$ cat src/rtl/mdu_div_unit.sv
// Multi-cycle RV32M divider: restoring radix-2, one quotient bit per cycle.
// Stalls the pipeline through busy_o and releases it with the valid_o pulse.
module mdu_div_unit #(
    parameter int WIDTH = 32,
    parameter int CNT_W = 5
) (
    input  logic             clk,
    input  logic             rst_n,
    input  logic             start_i,
    input  logic [1:0]       op_i,
    input  logic [WIDTH-1:0] a_i,
    input  logic [WIDTH-1:0] b_i,
    output logic [WIDTH-1:0] result_o,
    output logic             valid_o,
    output logic             busy_o
);

    typedef enum logic [1:0] {IDLE, CALC, DONE} state_e;

    state_e           state_q, state_d;
    logic [CNT_W-1:0] cnt_q, cnt_d;
    logic [WIDTH-1:0] rem_q, rem_d;
    logic [WIDTH-1:0] quo_q, quo_d;
    logic [WIDTH-1:0] div_q, div_d;
    logic [WIDTH-1:0] res_q, res_d;
    logic             qneg_q, qneg_d;
    logic             rneg_q, rneg_d;
    logic             remop_q, remop_d;

    logic             sgn, a_neg, b_neg;
    logic             div_zero, ovf, special;
    logic [WIDTH-1:0] a_abs, b_abs, spec_res;
    logic [WIDTH:0]   shifted;
    logic             ge;
    logic [WIDTH-1:0] rem_nx, quo_nx, fin;

    // Operand preparation at the accepting edge
    assign sgn      = ~op_i[0];
    assign a_neg    = sgn & a_i[WIDTH-1];
    assign b_neg    = sgn & b_i[WIDTH-1];
    assign a_abs    = a_neg ? -a_i : a_i;
    assign b_abs    = b_neg ? -b_i : b_i;
    assign div_zero = (b_i == '0);
    assign ovf      = sgn & (a_i == {1'b1, {(WIDTH-1){1'b0}}}) & (&b_i);
    assign special  = div_zero | ovf;
    assign spec_res = div_zero ? (op_i[1] ? a_i : '1)
                               : (op_i[1] ? '0 : a_i);

    // Dividend bits shift from quo_q into the partial remainder
    assign shifted = {rem_q, quo_q[WIDTH-1]};
    assign ge      = (shifted >= {1'b0, div_q});
    assign rem_nx  = ge ? (shifted[WIDTH-1:0] - div_q) : shifted[WIDTH-1:0];
    assign quo_nx  = {quo_q[WIDTH-2:0], ge};
    assign fin     = remop_q ? (rneg_q ? -rem_nx : rem_nx)
                             : (qneg_q ? -quo_nx : quo_nx);

    always_ff @(posedge clk) begin
        if (!rst_n) begin
            state_q <= IDLE;
        end else begin
            state_q <= state_d;
        end
    end

    always_comb begin
        state_d = state_q;
        unique case (state_q)
            IDLE:    if (start_i) state_d = special ? DONE : CALC;
            CALC:    if (cnt_q == '0) state_d = DONE;
            DONE:    state_d = IDLE;
            default: state_d = IDLE;
        endcase
    end

    always_comb begin
        busy_o  = 1'b0;
        valid_o = 1'b0;
        unique case (state_q)
            IDLE:    busy_o = start_i & rst_n;
            CALC:    busy_o = 1'b1;
            DONE:    valid_o = 1'b1;
            default: ;
        endcase
    end

    always_comb begin
        cnt_d   = cnt_q;
        rem_d   = rem_q;
        quo_d   = quo_q;
        div_d   = div_q;
        res_d   = res_q;
        qneg_d  = qneg_q;
        rneg_d  = rneg_q;
        remop_d = remop_q;
        unique case (state_q)
            IDLE: begin
                if (start_i) begin
                    rem_d   = '0;
                    quo_d   = a_abs;
                    div_d   = b_abs;
                    cnt_d   = CNT_W'(WIDTH-1);
                    qneg_d  = a_neg ^ b_neg;
                    rneg_d  = a_neg;
                    remop_d = op_i[1];
                    if (special) res_d = spec_res;
                end
            end
            CALC: begin
                rem_d = rem_nx;
                quo_d = quo_nx;
                cnt_d = cnt_q - CNT_W'(1);
                if (cnt_q == '0) res_d = fin;
            end
            default: ;
        endcase
    end

    always_ff @(posedge clk) begin
        if (!rst_n) begin
            cnt_q   <= '0;
            rem_q   <= '0;
            quo_q   <= '0;
            div_q   <= '0;
            res_q   <= '0;
            qneg_q  <= 1'b0;
            rneg_q  <= 1'b0;
            remop_q <= 1'b0;
        end else begin
            cnt_q   <= cnt_d;
            rem_q   <= rem_d;
            quo_q   <= quo_d;
            div_q   <= div_d;
            res_q   <= res_d;
            qneg_q  <= qneg_d;
            rneg_q  <= rneg_d;
            remop_q <= remop_d;
        end
    end

    assign result_o = res_q;

endmodule

$ cat config.mk
export PLATFORM = sky130hd
export DESIGN_NAME = mdu_div_unit
export DESIGN_NICKNAME = d
export VERILOG_FILES = /design/src/rtl/mdu_div_unit.sv
export SDC_FILE = /design/constraint.sdc
export NUM_CORES = 1
export LEC_CHECK = 0
export ABC_CLOCK_PERIOD_IN_PS = 5450
export CAP_MARGIN = 20
export CORE_MARGIN = 3
export CORE_UTILIZATION = 45
export CTS_CLUSTER_DIAMETER = 150
export DETAILED_ROUTE_END_ITERATION = 10
export PLACE_DENSITY = 0.7
export SYNTH_ARGS = -nofsm -noshare
export SYNTH_HDL_FRONTEND = slang
export SYNTH_SLANG_ARGS = --single-unit
$ cat constraint.sdc
create_clock -name clk -period 5.45 [get_ports clk]
set_input_delay 1.09 -clock clk [delete_from_list [all_inputs] [get_ports clk]]
set_output_delay 1.09 -clock clk [all_outputs]
set_load 0.01 [all_outputs]
Word level (Yosys, flattened, before mapping). Cells that the tools add are included.

Flip-flop bits (word level): 138. Bits of input ports: 69. Output and inout bits: 34. Logic and storage cells: 64.

Add/sub/neg operators: 6. $lt $le $gt $ge: 1. Equal/unequal tests: 6. Mux-type cells: 25. Bitwise logic cells: 8. Reductions and logical operators: 9.

Operators with widths (number): 32-bit 2-to-1 mux (14); 32-bit case mux with 2 select lines (3); 32-bit negation (4); 33-bit by 32-bit >= comparator with 1-bit output (1); 32-bit equality test (second input constant) (1); 32-bit zero test (1); 32-bit AND reduction (1); 32-bit subtractor (1); 5-bit case mux with 2 select lines (1); 2-bit 2-to-1 mux (3); 2-bit != test (second input constant) (3); 2-bit AND reduction (3); 1-bit bitwise AND (5); 5-bit zero test (1); 5-bit 2-to-1 mux (1); 5-bit by 1-bit subtractor with 5-bit output (second input constant) (1); 2-bit case mux with 2 select lines (1); 4-bit AND reduction (1); 2-bit by 1-bit equality test with 1-bit output (second input constant) (1); 2-bit equality test (second input constant) (1); 2-bit zero test (1); 1-bit case mux with 2 select lines (1); 2-bit nonzero test (1); 1-bit 2-to-1 mux (1); 3 further kinds (3).

Longest topological paths before layout.
Depth after elaboration: 7. Mapped depth: 23. Gate-level depth less buffers: 18.

Least setup slack after synthesis. OpenSTA, ideal clock, no wires.

Path type: register -> register. From: register rem_q[8]. To: register res_q[28] (netlist: result_o[28]). Library setup time: 122 ps. Arrival: 4745 ps. Data required time: 5328 ps. Slack: 584 ps. Cell stages (with the launch flop): 21. Buffers on the path: 5. Cell sequence: dfxtp_1 ha_1 buf_2 nand2_1 nor4_4 o21ai_2 a2111oi_4 or2_1 buf_6 clkbuf_1 buf_2 buf_2 mux2i_1 ha_1 nand3b_1 nor3_1 a41oi_1 or4_4 o41ai_4 mux2i_1 a221o_1.

Longest elaborated chain between the ends: 7. Elaborated cells between the ends (all ways): 10.

RTL lines: start, declared (line 22) `logic [WIDTH-1:0] rem_q, rem_d;`; start signal, assigned (line 130) `rem_q <= rem_d;`; 32-bit subtractor / 33-bit by 32-bit >= comparator with 1-bit output (equally long branches) (line 52, 51); 32-bit 2-to-1 mux (line 52) `assign rem_nx = ge ? (shifted[WIDTH-1:0] - div_q) : shifted[WIDTH-1:0];`; 32-bit negation (line 54) `assign fin = remop_q ? (rneg_q ? -rem_nx : rem_nx)`; 32-bit 2-to-1 mux (line 54); 32-bit 2-to-1 mux * (line 54); 32-bit 2-to-1 mux * (line 112) `if (cnt_q == '0) res_d = fin;`; 32-bit case mux with 2 select lines * (line 95) `unique case (state_q)`; end signal, assigned (line 133) `res_q <= res_d;`; end, declared (line 25) `logic [WIDTH-1:0] res_q, res_d;`.

Every way passes the cells marked *; elsewhere a longest branch is shown, timed or not. The select of a mux whose other input is x is not followed. A chain may end at the register's enable or synchronous reset.

Worst setup path after layout.
From: register rem_q[11]. To: register res_q[28] (netlist: result_o[28]).

The elaborated chain is that of the path after synthesis.

==> results.sh <==
export IMPL_p_per_area_nw_per_um2=745.3
export IMPL_cp_start_kind="register"
export IMPL_cts_root_buf="clkbuf_16"
export IMPL_power_leakage_uw=0.004908
export IMPL_first_iter_violations=1377
export IMPL_tns_ps=0
export IMPL_synthTopCellsByCount="234 x nor2_1, 154 x nand2_1, 138 x dfxtp_1, 125 x a21oi_1, 87 x o21ai_0"
export IMPL_die_x_um=165.3
export IMPL_post_cts_resize_count=0
export IMPL_antenna_found_initial=1
export IMPL_clkSinkCount=138
export IMPL_finalSetupViolations=0
export IMPL_synth_top_area_frac=0.2420
export IMPL_dr_pass1_iters=8
export IMPL_synth_cell_types=88
export IMPL_cts_made_buffers=17
export IMPL_tightest_slew_ps=945.2
export IMPL_synthMostInstantiatedCell="nor2_1"
export IMPL_synth_area_um2=11420
export IMPL_hold_viol=0
export IMPL_port_buffers=102
export IMPL_place_congestion=1.024
export IMPL_rsz0062_at_grt="no"
export IMPL_cts_clk_slew_worst_paths_ps=60
export IMPL_cp_arrival_ps=5220
export IMPL_hold_start="result_o[24]"
export IMPL_drtAntennaViolNets=0
export IMPL_postCtsSetupRepairBufs=0
export IMPL_start_util=0.4640
export IMPL_min_period_ps=4904
export IMPL_min_path_type="register to register"
export IMPL_synthFlopType="dfxtp_1"
export IMPL_cts_tree="done"
export IMPL_drc=0
export IMPL_vias=12360
export IMPL_fin_nets=1727
export IMPL_ys_seq_area_frac=0.2420
export IMPL_die_area_um2=27320
export IMPL_ys_top_cells_by_area="dfxtp_1 24%, nor2_1 7.7%, a21oi_1 5.5%"
export IMPL_synth_fp_nets=1686
export IMPL_yosysWarnings=0
export IMPL_async_flop_share=0
export IMPL_fin_total_pwr_uw=9864
export IMPL_avgSynthCellArea_um2=7.240
export IMPL_synth_top_area_cell="dfxtp_1"
export IMPL_grt_use_total=0.2789
export IMPL_ios=103
export IMPL_fmax_mhz=203.9
export IMPL_setup_worst_path_class="register to register"
export IMPL_drive_gt1_frac=0.06070
export IMPL_htree_levels=4
export IMPL_dieHeight_um=165.3
export IMPL_finalMaxSlewViolations=0
export IMPL_grt_pass1_vias=11340
export IMPL_coreArea_um2=24600
export IMPL_clk_latency_ps=430
export IMPL_syn_instance_count=1577
export IMPL_viasPerCell=6.323
export IMPL_cp_required_ps=5770
export IMPL_gr_total_overflow=0
export IMPL_dp_hpwl_mm=28.14
export IMPL_status="complete, no violations"
export IMPL_synth_seq_cells=138
export IMPL_fp_row_count=57
export IMPL_period_share=0.8999
export IMPL_relSlewSlack=0.3686
export IMPL_cp_end_kind="register"
export IMPL_irDropWorstVdd_mv=0.8986
export IMPL_clockBufferDepth=2
export IMPL_grt_max_degree=81
export IMPL_drv_cap=0
export IMPL_diodes=0
export IMPL_area_growth_pct=15.92
export IMPL_drt_total_wl_mm=38.42
export IMPL_cts_hold_buffers_added=0
export IMPL_wl_per_cell_um=19.65
export IMPL_finalClockSkew_ps=9.384
export IMPL_path_max_fanout=22
export IMPL_grt_pass1_wl_mm=60.35
export IMPL_crit_start="rem_q[11]"
export IMPL_r2r_start="rem_q[11]"
export IMPL_synth_edf_count=0
## sequential cells by signal, indices dropped and copies added, names as in the netlist
signal,cells
state_q,2
remop_q,1
rneg_q,1
cnt_q,5
rem_q,32
qneg_q,1
quo_q,32
result_o,32
div_q,32
## cell type report
class / instances / area, um^2
fillers: 2379 / 11370
multi-input cells: 1268 / 7973
flip-flops and latches: 138 / 2763
repair buffers: 132 / 1246
clock buffers: 21 / 470.5
well taps: 324 / 405.4
inverters: 61 / 235.2
clock inverters: 11 / 142.6
## path summary, 6_finish.rpt
kind	end	slack (ps)	cells past startpoint
worst max-delay path	result_o[28]	550	13
worst min-delay path	result_o[24]	440	2
worst max register to register	result_o[28]	550	13
worst min register to register	result_o[24]	440	2
## per-stage QoR
stage | instance area (um^2) | util | worst slack (ps) | cells | hold WS, ps
after floorplan | 11420 | - | 583.6 | 1577 | 431.9
after global placement | 12620 | 0.5130 | 740.0 | 1923 | 425.1
after detailed placement | 12620 | 0.5130 | 613.1 | 1923 | 441.2
after CTS | 13240 | 0.5379 | 590.6 | 1955 | 452.1
after global routing | 13240 | 0.5379 | 167.5 | 1955 | 470.4
final | 13240 | 0.5379 | 545.6 | 1955 | 444.5
## cells by family (layout without fill, tap and decap cells)
logic type	Yosys count	in the layout	share of synthesized area
AOI/OAI and AO/OA	487	487	0.2942
and+or+nand+nor	597	597	0.2443
DFF	138	138	0.2420
adders and majority gates	40	40	0.04449
xor gates and xnor gates	124	124	0.09512
buffers and inverters	171	225	0.06236
muxes	20	20	0.01753
## layout by cell type, fill, tap and decap left out, drive strengths merged, types with 30 or more instances in the layout
master         Yosys  layout
buf               29      30
nand2            156     156
xor2              66      66
dfxtp            138     138
a21oi            127     127
a222oi            30      30
xnor2             58      58
o21ai             95      95
inv               61      61
clkdlybuf4s50      0     102
a211oi            47      47
nor2             234     234
nor3              38      38
ha                39      39
## report_power, final
| group | leakage [uW] | internal [uW] | total, uW | switching (uW) |
|---|---|---|---|---|
| clock network | 0.000299 | 756 | 1240 | 488 |
| logic | 0.00348 | 2520 | 7250 | 4720 |
| registers | 0.00113 | 1180 | 1370 | 192 |
## routing by layer
metal / track usage / up-vias / wire length [um]
li1: - / 5878 / -
met1: 0.3816 / 5796 / 16590
met2: 0.4310 / 600 / 16930
met3: 0.06685 / 86 / 3749
met4: 0.09150 / 2 / 1136
met5: 0 / - / 9
## worst max-delay path, cell delays in order, from the launching register on
cell       delay (ps)
dfxtp_1           360
ha_1              520
nand2_4           120
nor4_4            300
o21ai_2           160
a2111oi_4         510
or2_2             430
buf_4             340
mux2i_1           420
nand3_1           280
or4_4             640
o41ai_4           320
mux2i_1           120
a221o_1           260
Power figures use the tool's default switching activity.
==> variant 1, RTL diff (same settings) <==
Change the parameter `WIDTH` from 32 to 40.
--- a/src/rtl/mdu_div_unit.sv
+++ b/src/rtl/mdu_div_unit.sv
@@ -2,5 +2,5 @@
 // Stalls the pipeline through busy_o and releases it with the valid_o pulse.
 module mdu_div_unit #(
-    parameter int WIDTH = 32,
+    parameter int WIDTH = 40,
     parameter int CNT_W = 5
 ) (
Interface: changed (resized a_i, b_i and result_o); port bits go from 103 to 127. No check against the original RTL was run, so the function may have changed too.
==> variant 1 against the unedited design <==
Clock skew rose by 0.0028 ns; sequential cell count rose by 32; maximum frequency fell by 4.9%; wire length rose by 46%; total power fell by 33%; non-clock buffer count rose by 43; final cell count rose by 30%; sequential share of layout area fell by 0.85 points; worst setup slack got worse by 0.25 ns; synthesized area rose by 29%; global-route usage rose by 2.7 points; final area rose by 28%.
==> variant 1: results (changes against the unedited design) <==
| Metric | Value |
|---|---|
| Worst R2R Start | rem_q[0]$_SDFFE_PN0P_ |
| CP arrival | 5.49 ns (+0.27 ns) |
| Post-synth top cells | nor2_1 (300), nand2_1 (180), dfxtp_1 (170) |
| Detailed Routing Iterations Pass 1 | 7 (-1) |
| Initial DRC count | 2264 (+64%) |
| Hold crit path type | reg2reg |
| Crit path max fanout | 12 (-45%) |
| Post-synthesis sequential area ratio | 23.1% (-1.1 points) |
| Synth top area cells | dfxtp_1 (23%), nor2_1 (7.6%), a21oi_1 (5.3%) |
| Fill count | 3178 (+34%) |
| Fraction of layout cells with a size suffix above 1 | 6.91% (+0.84 points) |
| First-pass GRT wire length | 85.9 mm (+42%) |
| GRT Util Overall | 30.6% (+2.7 points) |
| Tcrit/Tclk final | 94.6% (+4.6 points) |
| Worst reg2reg setup slack | 0.29 ns (-0.25 ns) |
| Routability Congestion | 0.997 (-2.7%) |
| Vias in the first global route | 15000 (+32%) |
| Static Leak | 6.28 nW (+28%) |
| Skew final | 0.0122 ns (+0.00284 ns) |
| Worst skew pair latency | 0.45 ns (+0.02 ns) |
| Slew margin rel. | 27.8% (-9.1 points) |
| Hold path startpoint | result_o[28]$_SDFFE_PN0P_ |
| Clock Pin Slew Worst Setup and Hold Paths | 0.07 ns |
| Hold path endpoint | result_o[28]$_SDFFE_PN0P_ |
| Buffers on Ports | 126 (+24%) |
| Mapped Nets | 2165 (+28%) |
| Status | finished, final reports clean |
| DP Wirelength | 42.3 mm (+50%) |
| Largest net degree at the start of global routing | 115 (+42%) |
| Routed len/inst | 22.1 um (+12%) |
| Synth cell types | 108 (+23%) |
| Via-per-instance ratio | 6.46 (+2.1%) |
| Ys flop type | dfxtp_1 |
| Max IR drop VDD | 0.274 mV (-70%) |
## variant 1: critical path: stages, from the launching register on
cell	delay [ns]
dfxtp_1	0.43
ha_1	0.27
nor2b_1	0.17
o31ai_2	0.43
a211oi_4	0.13
o311a_4	0.36
a211o_4	0.42
clkinv_1	0.09
ha_1	0.19
nand2_1	0.12
or3b_1	0.48
or2_1	0.35
o31ai_2	0.36
a21boi_1	0.24
xnor2_1	0.12
a221oi_2	0.39
nor2_1	0.07
a221oi_1	0.29
o211ai_1	0.12
## variant 1: layout make-up
| type | count | share of cell area [%] |
|---|---|---|
| multi-input cells | 1645 | 61.6 |
| flip-flops and latches | 170 | 20.0 |
| repair buffers | 175 | 9.78 |
| well taps | 435 | 3.20 |
| clock buffers | 20 | 2.63 |
| inverters | 76 | 1.69 |
| clock inverters | 12 | 1.10 |
## variant 1: report_power, final
part           switching, W  total [W]  leakage, nW  internal (W)
registers          0.000132    0.00150         1.39       0.00137
clock network      0.000578    0.00137        0.296      0.000788
logic               0.00232    0.00375         4.59       0.00142
## variant 1: how the worst max path moves through the flow
stage | slack [ns] | depth (start not counted) | end | startpoint
global placement | 0.20 | 10 | result_o[35]$_SDFFE_PN0P_ | a_i[11]
detailed placement | 0.17 | 12 | result_o[37]$_SDFFE_PN0P_ | a_i[11]
global route | 0.08 | 19 | result_o[36]$_SDFFE_PN0P_ | div_q[1]$_SDFFE_PN0P_
finish | 0.29 | 18 | result_o[36]$_SDFFE_PN0P_ | rem_q[0]$_SDFFE_PN0P_
CTS | 0.40 | 18 | result_o[36]$_SDFFE_PN0P_ | rem_q[0]$_SDFFE_PN0P_
floorplan | 0.12 | 23 | result_o[36]$_SDFFE_PN0P_ | rem_q[7]$_SDFFE_PN0P_
## variant 1: logic make-up (layout without fill, tap and decap cells)
group           after synthesis  count (layout)  synth area share (%)
simple gates                775             775                  25.5
compound gates              622             622                  28.8
buf+inv                     217             283                  5.98
flops                       170             170                  23.1
xor+xnor                    153             153                  9.09
fa+ha+maj                    48              48                  4.13
mux                          47              47                  3.42
## variant 1: routing by layer
metal  vias up  share of wire [%]  track usage, %
met2      1007                 44            47.4
li1       7578                  -               -
met5         -              0.023               0
met3       108                 11            5.58
met4         2                3.1            9.92
met1      7663                 43            43.1
## variant 1: through the flow
| step | instances | setup WS (ns) | cell area (sq um) | hold slack, ns |
|---|---|---|---|---|
| after floorplan | 2032 | 0.118 | 14700 | 0.432 |
| after global placement | 2500 | 0.200 | 16300 | 0.437 |
| after detailed placement | 2500 | 0.169 | 16300 | 0.444 |
| after CTS | 2532 | 0.400 | 17000 | 0.454 |
| after global routing | 2533 | 0.0822 | 17000 | 0.472 |
| final | 2533 | 0.292 | 17000 | 0.452 |
==> variant 2, RTL diff (config.mk and constraints unchanged) <==
Made on the original files. Re-encode `state_e` (3 states) as one-hot, 3 bits wide.
--- a/src/rtl/mdu_div_unit.sv
+++ b/src/rtl/mdu_div_unit.sv
@@ -16,5 +16,5 @@
 );
 
-    typedef enum logic [1:0] {IDLE, CALC, DONE} state_e;
+    typedef enum logic [2:0] {IDLE = 3'b001, CALC = 3'b010, DONE = 3'b100} state_e;
 
     state_e           state_q, state_d;
Function: no difference found for any inputs over 10 cycles, from zero or initial values and one cycle with rst_n low; not proved beyond that.
==> variant 2 against the unedited design <==
Synthesized cell count barely moved; wire length up 5.1%; non-clock buffer count fell by 3; sequential cell count grew 1; worst setup slack lost 0.11 ns; global-route usage increased by 0.15 points; largest cell class unchanged; synthesized area up 1.2%; final area is 0.75% higher.
Power is not compared: it rests on default switching activity, and its combinational part moved more than twofold at a synthesized area within 25%.
==> variant 2: results (changes against the unedited design) <==
| Metric | Value |
|---|---|
| Status | finished, final reports clean |
| DP Wirelength | 30.0 mm (+6.8%) |
| Critical-path top delay cell | ha_1 |
| WL met2 | 17.7 mm (+4.5%) |
| Met3 routed WL | 3.66 mm (-2.3%) |
| Tot Pwr | 0.00333 W |
| M2 GR Usage | 43.1% (about the same) |
| Pre-CTS setup slack | 0.433 ns (-0.180 ns) |
| Skew final | 0.0163 ns (+0.00692 ns) |
| Worst hold slack | 0.461 ns (+0.0165 ns) |
| Met1 Use GR | 40.0% (+1.8 points) |
| GRT Util Overall | 28.0% (+0.15 points) |
| Initial antenna violation count | 0 (-1) |
| Initial DRC count | 1265 (-8.1%) |
| Vias in the first global route | 11400 (+0.32%) |
| Synth cell types | 84 (-4.5%) |
| Avg Inst Size Synth | 7.33 sq um (+1.2%) |
| Cells after DPL | 1928 (+0.26%) |
| Post-synth top cells | nand2_1 (173), nor2_1 (146), dfxtp_1 (139) |
| Area after DPL | 12800 sq um (+1.1%) |
| Final Non-Filler Cells | 1960 (+0.26%) |
| Worst skew pair latency | 0.45 ns (+0.02 ns) |
| Fraction of layout cells with a size suffix above 1 | 5.52% (-0.55 points) |
| Routability Congestion | 0.966 (-5.7%) |
| Tcrit/Tclk final | 91.9% (+1.9 points) |
| Met1 Wirelength | 17.7 mm (+6.9%) |
| Crit path max fanout | 8 (-64%) |
| First-pass GRT wire length | 63.0 mm (+4.3%) |
| DR top layer | met4 |
| Routed len/inst | 20.6 um (+4.8%) |
| Slowest stage delay, CP | 0.41 ns (-0.23 ns) |
| CP arrival | 5.37 ns (+0.15 ns) |
| Synth top area cells | dfxtp_1 (24%), nand2_1 (5.6%), xnor2_1 (5.4%) |
| Worst reg2reg setup slack | 0.44 ns (-0.11 ns) |
| Mapped Nets | 1685 (-0.059%) |
| Slew margin rel. | 27.0% (-9.9 points) |
[variant 2: layout make-up]
type / count / area [sq um]
clock buffers: 18 / 439
clock inverters: 14 / 123
fillers: 2471 / 11800
inverters: 60 / 225
multi-input cells: 1270 / 8100
flip-flops and latches: 139 / 2780
well taps: 330 / 413
repair buffers: 129 / 1250
[variant 2: what timing repair did]
action / CTS / global route
endpoints found under the setup margin: 0 / 3
resized for setup: 0 / 1
buffers inserted: 0 / 0
[variant 2: worst register-to-register path, cell delays in order (launching register included)]
cell	delay, ns
dfxtp_1	0.36
inv_1	0.09
ha_1	0.42
nand4_1	0.17
or3_4	0.39
or3_1	0.34
o211a_1	0.27
nand3_2	0.21
mux2i_1	0.32
ha_1	0.23
inv_1	0.07
nor4_1	0.28
nand4b_1	0.21
nor4_2	0.31
o221ai_2	0.23
nor4_2	0.28
buf_4	0.17
a41oi_1	0.13
xor2_1	0.20
o32ai_2	0.25
[variant 2: final timing paths]
check | from | end | cells after the start
max | div_q[19]$_SDFFE_PN0P_ | result_o[28]$_SDFFE_PN0P_ | 19
min | result_o[25]$_SDFFE_PN0P_ | result_o[25]$_SDFFE_PN0P_ | 2
max reg2reg | div_q[19]$_SDFFE_PN0P_ | result_o[28]$_SDFFE_PN0P_ | 19
min reg2reg | result_o[25]$_SDFFE_PN0P_ | result_o[25]$_SDFFE_PN0P_ | 2
[variant 2: kinds of logic after synthesis]
family | count (synthesis) | synth area share (%)
and+or+nand+nor | 544 | 22.6
AOI/OAI and AO/OA | 513 | 29.3
buffers and inverters | 167 | 5.96
DFF | 139 | 24.1
xor gates and xnor gates | 124 | 9.40
adders and majority gates | 65 | 6.57
muxes | 24 | 2.09
